<file path="src/rtl/buffer_controller_pkg.sv">
// Shared types and widths for the buffer controller slice.
package buffer_controller_pkg;

  localparam int unsigned PTR_W = 4;
  localparam int unsigned CNT_W = 5;

  typedef enum logic [1:0] {
    ST_EMPTY   = 2'd0,
    ST_PARTIAL = 2'd1,
    ST_FULL    = 2'd2,
    ST_FLUSH   = 2'd3
  } buf_state_e;

endpackage

</file>
<file path="src/rtl/buffer_controller_ptr_wrap.sv">
// Next-pointer calculation: advance by STEP when adv is set, wrapping modulo MOD.
module ptr_wrap
  import buffer_controller_pkg::*;
#(
  parameter int unsigned STEP = 1,
  parameter int unsigned MOD  = 16
) (
  input  logic [PTR_W-1:0] ptr,
  input  logic             adv,
  output logic [PTR_W-1:0] ptr_next
);

  localparam int unsigned SUM_W = PTR_W + 1;
  localparam logic [SUM_W-1:0] STEP_C = SUM_W'(STEP);
  localparam logic [SUM_W-1:0] MOD_C  = SUM_W'(MOD);

  logic [SUM_W-1:0] sum;

  // STEP <= MOD and ptr < MOD, so one conditional subtract is a full modulo.
  always_comb begin
    sum = {1'b0, ptr} + STEP_C;
    if (sum >= MOD_C) begin
      sum = sum - MOD_C;
    end
    ptr_next = adv ? sum[PTR_W-1:0] : ptr;
  end

endmodule

</file>
<file path="src/rtl/buffer_controller.sv">
// Multi-entry push/pop controller: pointers, occupancy, FSM and datapath strobes.
module buffer_controller
  import buffer_controller_pkg::*;
#(
  parameter int unsigned ENTRIES   = 16,
  parameter int unsigned PAR_WRITE = 3,
  parameter int unsigned PAR_READ  = 2
) (
  input  logic             clk,
  input  logic             rst,
  input  logic             flush,
  input  logic             wr_valid,
  output logic             wr_ready,
  input  logic             rd_ready,
  output logic             rd_valid,
  output logic             wen,
  output logic [PTR_W-1:0] waddr,
  output logic             ren,
  output logic [PTR_W-1:0] raddr,
  output logic             dout_valid,
  output logic [CNT_W-1:0] count,
  output logic             full,
  output logic             empty
);

  localparam logic [CNT_W-1:0] ENTRIES_C = CNT_W'(ENTRIES);
  localparam logic [CNT_W-1:0] PW_C      = CNT_W'(PAR_WRITE);
  localparam logic [CNT_W-1:0] PR_C      = CNT_W'(PAR_READ);

  buf_state_e       state_q, state_d;
  logic [PTR_W-1:0] waddr_q, waddr_d, waddr_nxt;
  logic [PTR_W-1:0] raddr_q, raddr_d, raddr_nxt;
  logic [CNT_W-1:0] count_q, count_d;
  logic             dout_valid_q, dout_valid_d;
  logic             push, pop, blocked;

  assign blocked  = flush | (state_q == ST_FLUSH);
  assign wr_ready = ((ENTRIES_C - count_q) >= PW_C) & ~blocked;
  assign rd_valid = (count_q >= PR_C) & ~blocked;
  assign push     = wr_valid & wr_ready;
  assign pop      = rd_valid & rd_ready;

  ptr_wrap #(.STEP(PAR_WRITE), .MOD(ENTRIES)) u_wptr (
    .ptr      (waddr_q),
    .adv      (push),
    .ptr_next (waddr_nxt)
  );

  ptr_wrap #(.STEP(PAR_READ), .MOD(ENTRIES)) u_rptr (
    .ptr      (raddr_q),
    .adv      (pop),
    .ptr_next (raddr_nxt)
  );

  always_comb begin
    state_d      = state_q;
    waddr_d      = waddr_q;
    raddr_d      = raddr_q;
    count_d      = count_q;
    dout_valid_d = 1'b0;
    if (flush) begin
      state_d = ST_FLUSH;
      waddr_d = '0;
      raddr_d = '0;
      count_d = '0;
    end else begin
      // push/pop are already gated by the ready/valid limits, so count stays in 0..ENTRIES.
      waddr_d      = waddr_nxt;
      raddr_d      = raddr_nxt;
      count_d      = count_q + (push ? PW_C : '0) - (pop ? PR_C : '0);
      dout_valid_d = pop;
      if (count_d == '0) begin
        state_d = ST_EMPTY;
      end else if (count_d == ENTRIES_C) begin
        state_d = ST_FULL;
      end else begin
        state_d = ST_PARTIAL;
      end
    end
  end

  always_ff @(posedge clk or posedge rst) begin
    if (rst) begin
      state_q      <= ST_EMPTY;
      waddr_q      <= '0;
      raddr_q      <= '0;
      count_q      <= '0;
      dout_valid_q <= 1'b0;
    end else begin
      state_q      <= state_d;
      waddr_q      <= waddr_d;
      raddr_q      <= raddr_d;
      count_q      <= count_d;
      dout_valid_q <= dout_valid_d;
    end
  end

  assign wen        = push;
  assign ren        = pop;
  assign waddr      = waddr_q;
  assign raddr      = raddr_q;
  assign count      = count_q;
  assign dout_valid = dout_valid_q;
  assign full       = (count_q == ENTRIES_C);
  assign empty      = (count_q == '0);

endmodule

</file>
<file path="config.mk">
export PLATFORM = sky130hd
export DESIGN_NAME = buffer_controller
export DESIGN_NICKNAME = d
export VERILOG_FILES = /design/src/rtl/buffer_controller_pkg.sv /design/src/rtl/buffer_controller_ptr_wrap.sv /design/src/rtl/buffer_controller.sv
export SDC_FILE = /design/constraint.sdc
export NUM_CORES = 1
export LEC_CHECK = 0
export ABC_AREA = 1
export CAP_MARGIN = 5
export CORE_MARGIN = 2
export CORE_UTILIZATION = 35
export CTS_CLUSTER_DIAMETER = 80
export DETAILED_ROUTE_END_ITERATION = 12
export DONT_BUFFER_PORTS = 1
export GPL_ROUTABILITY_DRIVEN = 0
export PLACE_DENSITY_LB_ADDON = 0.3
export SYNTH_ARGS = -nofsm -noshare
export SYNTH_HDL_FRONTEND = slang
export SYNTH_HIERARCHICAL = 1
export SYNTH_SLANG_ARGS = --single-unit
</file>
<file path="constraint.sdc">
create_clock -name clk -period 3.8 [get_ports clk]
set_input_delay 0.76 -clock clk [delete_from_list [all_inputs] [get_ports clk]]
set_output_delay 0.76 -clock clk [all_outputs]
set_load 0.05 [all_outputs]
</file>
# ---- After elaboration in Yosys (flattened, before gate mapping)
# Index checks and enable logic that the tools add are counted.
dict set report classes {
  bitwise 6
  add_sub_neg 7
  muxes 13
  eq_ne 3
  order_cmp 4
  reduce_logical 4
}
# operator n
set op_table {}
lappend op_table {{$mux 4} 6}
lappend op_table {{$add 4x2->5 const B} 2}
lappend op_table {{$eq 5x5->1 const B} 2}
lappend op_table {{$ge 5x2->1 const B} 2}
lappend op_table {{$ge 5x5->1 const B} 2}
lappend op_table {{$logic_not 5->1} 2}
lappend op_table {{$mux 2} 5}
lappend op_table {{$sub 4x1->4 const B} 2}
lappend op_table {{$add 5x2->5} 1}
lappend op_table {{$mux 5} 1}
lappend op_table {{$sub 5x2->5} 1}
lappend op_table {{$sub 5x5->5 const A} 1}
lappend op_table {{$and 1x1->1} 4}
lappend op_table {{$reduce_bool 2->1} 2}
lappend op_table {{$eq 2x2->1 const B} 1}
lappend op_table {{$mux 1} 1}
lappend op_table {{$not 1->1} 1}
lappend op_table {{$or 1x1->1} 1}
dict set report totals {
  ff_bits 16
  inputBits 5
}

# ---- Longest topological paths before layout
dict set report logic_depth {
  word_depth 12
  mapped_depth 19
  ltp_nobuf 19
}

# ---- By module
# The synthesis kept the hierarchy.
# module instances area_per_inst_um2 cells_each seq_area_each_um2
set modules_own_cells {}
lappend modules_own_cells {buffer_controller 1 898.4 106 400.4}
lappend modules_own_cells {{ptr_wrap (u_wptr)} 1 92.6 19 0.0}
lappend modules_own_cells {{ptr_wrap (u_rptr)} 1 65.1 12 0.0}

# ---- Least setup slack after synthesis
# OpenSTA, ideal clock, no wires.
dict set report synth_path {
  path_kind {reg-to-reg}
  start {register count_q[2] (netlist: count[2])}
  end {register state_q[0]}
  arrival_time_ns 3.776
  slack_ns -0.101
  path_stages_with_launch 18
  n_path_buf 0
  setup_time_ns 0.126
  cell_sequence {dfrtp_1 -> inv_1 -> ha_1 -> nand2_1 -> inv_1 -> ha_1 -> nand3b_1 -> nor2_1 -> nand3_1 -> nand2_1 -> nor2_1 -> fa_1 -> inv_1 -> ha_1 -> xor2_1 -> nand2_1 -> nor2_2 -> nand3_1}
}
dict set report synth_via {
  elab_chain_len 11
  word_cells_on_any_way 16
  classes_between {add/sub: 3; order compare: 2; eq/ne: 1; mux: 5; bitwise: 4; reduce/logical: 1}
}
# item line
set synth_lines {}
lappend synth_lines {{start: declaration} buffer_controller.sv:33} ;# logic [CNT_W-1:0] count_q, count_d;
lappend synth_lines {{start signal: assignment} buffer_controller.sv:93} ;# count_q <= count_d;
lappend synth_lines {{$sub 5x5->5 (*)} buffer_controller.sv:38} ;# assign wr_ready = ((ENTRIES_C - count_q) >= PW_C) & ~blocked;
lappend synth_lines {{$ge 5x2->1 (*)} buffer_controller.sv:38}
lappend synth_lines {{$and 1x1->1 (*)} buffer_controller.sv:38}
lappend synth_lines {{$and 1x1->1 (*)} buffer_controller.sv:40} ;# assign push = wr_valid & wr_ready;
lappend synth_lines {{named net wen} buffer_controller.sv:16} ;# output logic wen,
lappend synth_lines {{$mux 2 (*)} buffer_controller.sv:70} ;# count_d = count_q + (push ? PW_C : '0) - (pop ? PR_C : '0);
lappend synth_lines {{$add 5x2->5 (*)} buffer_controller.sv:70}
lappend synth_lines {{$sub 5x2->5 (*)} buffer_controller.sv:70}
lappend synth_lines {{$eq 5x5->1} buffer_controller.sv:74} ;# end else if (count_d == ENTRIES_C) begin
lappend synth_lines {{$mux 2} buffer_controller.sv:74}
lappend synth_lines {{$mux 2 (*)} buffer_controller.sv:72} ;# if (count_d == '0) begin
lappend synth_lines {{$mux 2 (*)} buffer_controller.sv:61} ;# if (flush) begin
lappend synth_lines {{named net state_d[0]} buffer_controller.sv:30} ;# buf_state_e state_q, state_d;
lappend synth_lines {{end signal: assignment} buffer_controller.sv:90} ;# state_q <= state_d;
lappend synth_lines {{end: declaration} buffer_controller.sv:30}
# The timed path passes the listed nets; every way through them passes the cells marked *.
# A chain may end at the register's enable or synchronous reset.

# ---- Worst setup path in the final report
dict set report layout_path {
  start {register count_q[3] (netlist: count[3])}
  end {output ren}
}
dict set report layout_via {
  elab_chain_len 3
}
# item line
set layout_lines {}
lappend layout_lines {{$ge 5x2->1} buffer_controller.sv:39} ;# assign rd_valid = (count_q >= PR_C) & ~blocked;
lappend layout_lines {{$and 1x1->1} buffer_controller.sv:39}
lappend layout_lines {{named net rd_valid} buffer_controller.sv:15} ;# output logic rd_valid,
lappend layout_lines {{$and 1x1->1} buffer_controller.sv:41} ;# assign pop = rd_valid & rd_ready;
lappend layout_lines {{end: declaration} buffer_controller.sv:18} ;# output logic ren,
# The timed path passes the listed nets, and every way through them passes these cells.

==> out/results.md <==
| Metric | This run | Unit |
| --- | --- | --- |
| Sequential Power Share | 0.279 | - |
| Power density over the cells | 899 | nW/um^2 |
| Flop-to-flop setup slack | 0.49 | ns |
| Proportion of layout cells with a drive suffix above 1 | 0.0972 | - |
| Count of mapped cells out of synthesis | 137 | - |
| Total setup buffers inserted after CTS | 0 | - |
| Sequential cell area in the final layout | 400 | um^2 |
| Count of placed standard cells in the final layout, fillers left out | 175 | - |
| Clock Tree Root | clkbuf_4 | - |
| Fraction of power consumed by the clock network | 0.102 | - |
| Max Clk Rate | 0.301 | GHz |
| Area growth from synthesis to layout | 9.83 | % |
| Internal cell power | 0.470 | mW |
| Floorplan die area | 3470 | um^2 |
| Drt first pass iters | 7 | - |
| Detailed-route vias per instance | 4.57 | - |
| Count of nets after finishing | 165 | - |
| Count of inserted antenna diode cells | 0 | - |
| GRT Resource Usage Total | 0.125 | - |
| Cell Area, Synth | 1060 | um^2 |
| Sw Ratio | 0.549 | - |
| Antenna Nets Post-Route | 0 | - |
| Die height | 58.9 | um |
| Reg clk slew, reported paths | 0.09 | ns |
| Total vias in the final route | 799 | - |
| Maximum buffer depth of the clock tree | 2 | - |
| Row count | 19 | - |
| Number of gates given a new drive strength after cts | 0 | - |
| Max-cap check violation count | 0 | - |
| Share of the synthesized area in the top cell type | 0.379 | - |
| Total non-filler cell area in the finished layout | 1160 | um^2 |
| Power dissipated by switching net loads | 0.573 | mW |
| CTS tree | built | - |
| Total core area | 2810 | um^2 |
| Largest cells by area after synthesis | dfrtp_1 (38%), ha_1 (17%), inv_1 (12%) | - |
| I/O Buffers | 0 | - |
| Post-detailed-route DRC marker count | 1 | - |
| Via count of the first global-routing pass | 770 | - |
| Crit path launch type | flop | - |
| CTS Buf Count | 3 | - |
| Post-layout power | 1.04 | mW |
| Cell area after placement | 1120 | um^2 |
| Post-synthesis cell type count | 20 | - |
| DIE WIDTH | 58.9 | um |
| Number of clock sinks | 16 | - |
| Sequential share of the synthesized area | 0.379 | - |
| Cell taking the most area after synthesis | dfrtp_1 | - |
| Final setup fails | 0 | - |
| Half-perimeter wire length after detailed placement | 1560 | um |
| Post-CTS Hold Buffers | 0 | - |
| Leakage | 0.667 | nW |
| Largest net degree at the start of global routing | 17 | - |
| Yosys warnings | 6 | - |
| Initial DRC count | 23 | - |
| Worst ir drop on vdd | 0.318 | mV |
| Detailed-route wire length per cell | 10.8 | um |
| Syn avg cell area | 7.71 | um^2 |
| Summed negative setup slack over all endpoints | 0 | ns |
| Maximum level of the CTS H-tree | 1 | - |
| Fin. Hold Viols | 0 | - |
| Maximum fanout along the worst path | 6 | - |
| Endpoint class of the critical path | output pin | - |
| Transition at the pin with the smallest max-transition slack | 0.580 | ns |
| WL final | 1900 | um |
| Share of the clock period used by the worst path after layout | 0.873 | - |
| Type of the tightest min-delay check | in -> async | - |
| Violated checks | design-rule violations | - |
| Setup WS post-layout | 0.483 | ns |
| Insertion delay of the later-clocked pin in the worst-skew pair | 0.28 | ns |
| Req. time, crit path | 3.04 | ns |
| Arrival time reported for the critical path endpoint | 2.56 | ns |
| Number of nets in the synthesized netlist | 157 | - |
| Total placed cells including tap cells | 171 | - |
| Number of filler cells placed in the layout | 289 | - |
| Global route overflow | 0 | - |
| Run status | complete, but fails checks | - |
| Max Transition Viols Final | 0 | - |
| Area occupied by multi-input gates | 508 | um^2 |
| Global-route wire length before repair | 3290 | um |
| Placement Setup Slack | 0.482 | ns |
| Initial antenna violation count | 0 | - |
| Setup Crit Path Kind | reg -> out | - |
| Starting utilization of the core area | 0.376 | - |
| Relative slew slack | 0.613 | - |
| Flip-flop and latch count after synthesis | 16 | - |
| Setup repair after global routing missed its margin | false | - |
| Maximum clock skew at final layout | 0.00224 | ns |
| Minimum clock period after layout | 3.32 | ns |
| Combinational share of power | 0.619 | - |
| Num ports | 25 | - |
==> registers in the layout (all words and copies together), names as in the netlist <==
register / count
count: 5
raddr: 4
waddr: 4
state_q: 2
dout_valid: 1
==> power groups by stage <==
stage          Combinational (mW)  Clock, mW  Sequential, mW
2_1_floorplan               0.485          0           0.345
3_3_place_gp                0.642          0           0.296
3_5_place_dp                0.650          0           0.296
4_1_cts                     0.653      0.112           0.292
5_1_grt                     0.733      0.121           0.299
6_report                    0.645      0.107           0.291
==> worst paths after layout <==
kind / start / to / cells past startpoint
min in group clk: flush / raddr[0] / 1
max in group asynchronous: rst / state_q[1] / 1
min: rst / raddr[0] / 1
min reg2reg: raddr[0] / raddr[0] / 2
max: count[3] / ren / 7
max reg2reg: count[3] / state_q[1] / 18
==> stage by stage <==
| step | hold WS, ns | utilization |
|---|---|---|
| 3_3_place_gp | 0.738 | 0.401 |
| 3_5_place_dp | 0.742 | 0.401 |
| 5_1_grt | 0.467 | 0.413 |
| 2_1_floorplan | 0.674 | - |
| 4_1_cts | 0.435 | 0.413 |
| 6_report | 0.420 | 0.413 |
==> area by class of cell <==
class                           count  share of cell area
Clock buffer                        4              0.0313
Sequential cell                    16               0.345
Inverter                           37               0.120
Timing Repair Buffer                5              0.0324
Tap cell                           31              0.0334
Multi-Input combinational cell     82               0.438
==> cells in the final DEF (no fill, tap or decap), drive strengths merged <==
cell type,synthesis,layout
nand3b,2,2
xor2,3,3
dfrtp,16,16
clkbuf,1,4
o22ai,1,1
buf,1,5
nand2,25,25
ha,14,14
nor2,16,16
nand3,11,11
clkinv,1,1
o21ai,4,4
inv,36,36
fa,1,1
a21oi,4,4
nand4,1,1
==> cells by family after synthesis <==
| kind of cell | synth area share |
|---|---|
| buf+inv | 0.142 |
| fa+ha+maj | 0.185 |
| compound gates | 0.0438 |
| simple gates | 0.225 |
| flops | 0.379 |
| xor+xnor | 0.0249 |
==> worst max-delay path, stage by stage, from the launching register on <==
cell	delay (ns)
dfrtp_1	0.67
inv_1	0.21
ha_1	0.24
nand3_1	0.07
nand2_1	0.05
inv_1	0.35
nand2_1	0.21
inv_1	0.47
==> cells in the mapped netlist <==
| cell | instances |
|---|---|
| a21oi_1 | 4 |
| buf_4 | 1 |
| clkbuf_1 | 1 |
| clkinv_1 | 1 |
| dfrtp_1 | 16 |
| fa_1 | 1 |
| ha_1 | 14 |
| inv_1 | 35 |
| inv_2 | 1 |
| nand2_1 | 23 |
| nand2_2 | 2 |
| nand3_1 | 11 |
| nand3b_1 | 2 |
| nand4_1 | 1 |
| nor2_1 | 15 |
| nor2_2 | 1 |
| o21ai_0 | 2 |
| o21ai_1 | 2 |
| o22ai_1 | 1 |
| xor2_1 | 3 |
==> metal layers <==
| layer | vias to the layer above | part of all wire | GRT usage |
|---|---|---|---|
| met5 | - | 0 | 0 |
| met4 | 0 | 0.014 | 0.0487 |
| met3 | 4 | 0.069 | 0.0396 |
| met2 | 22 | 0.47 | 0.198 |
| met1 | 350 | 0.45 | 0.160 |
| li1 | 423 | - | - |
Note: power is estimated with default switching activity, not from simulation.
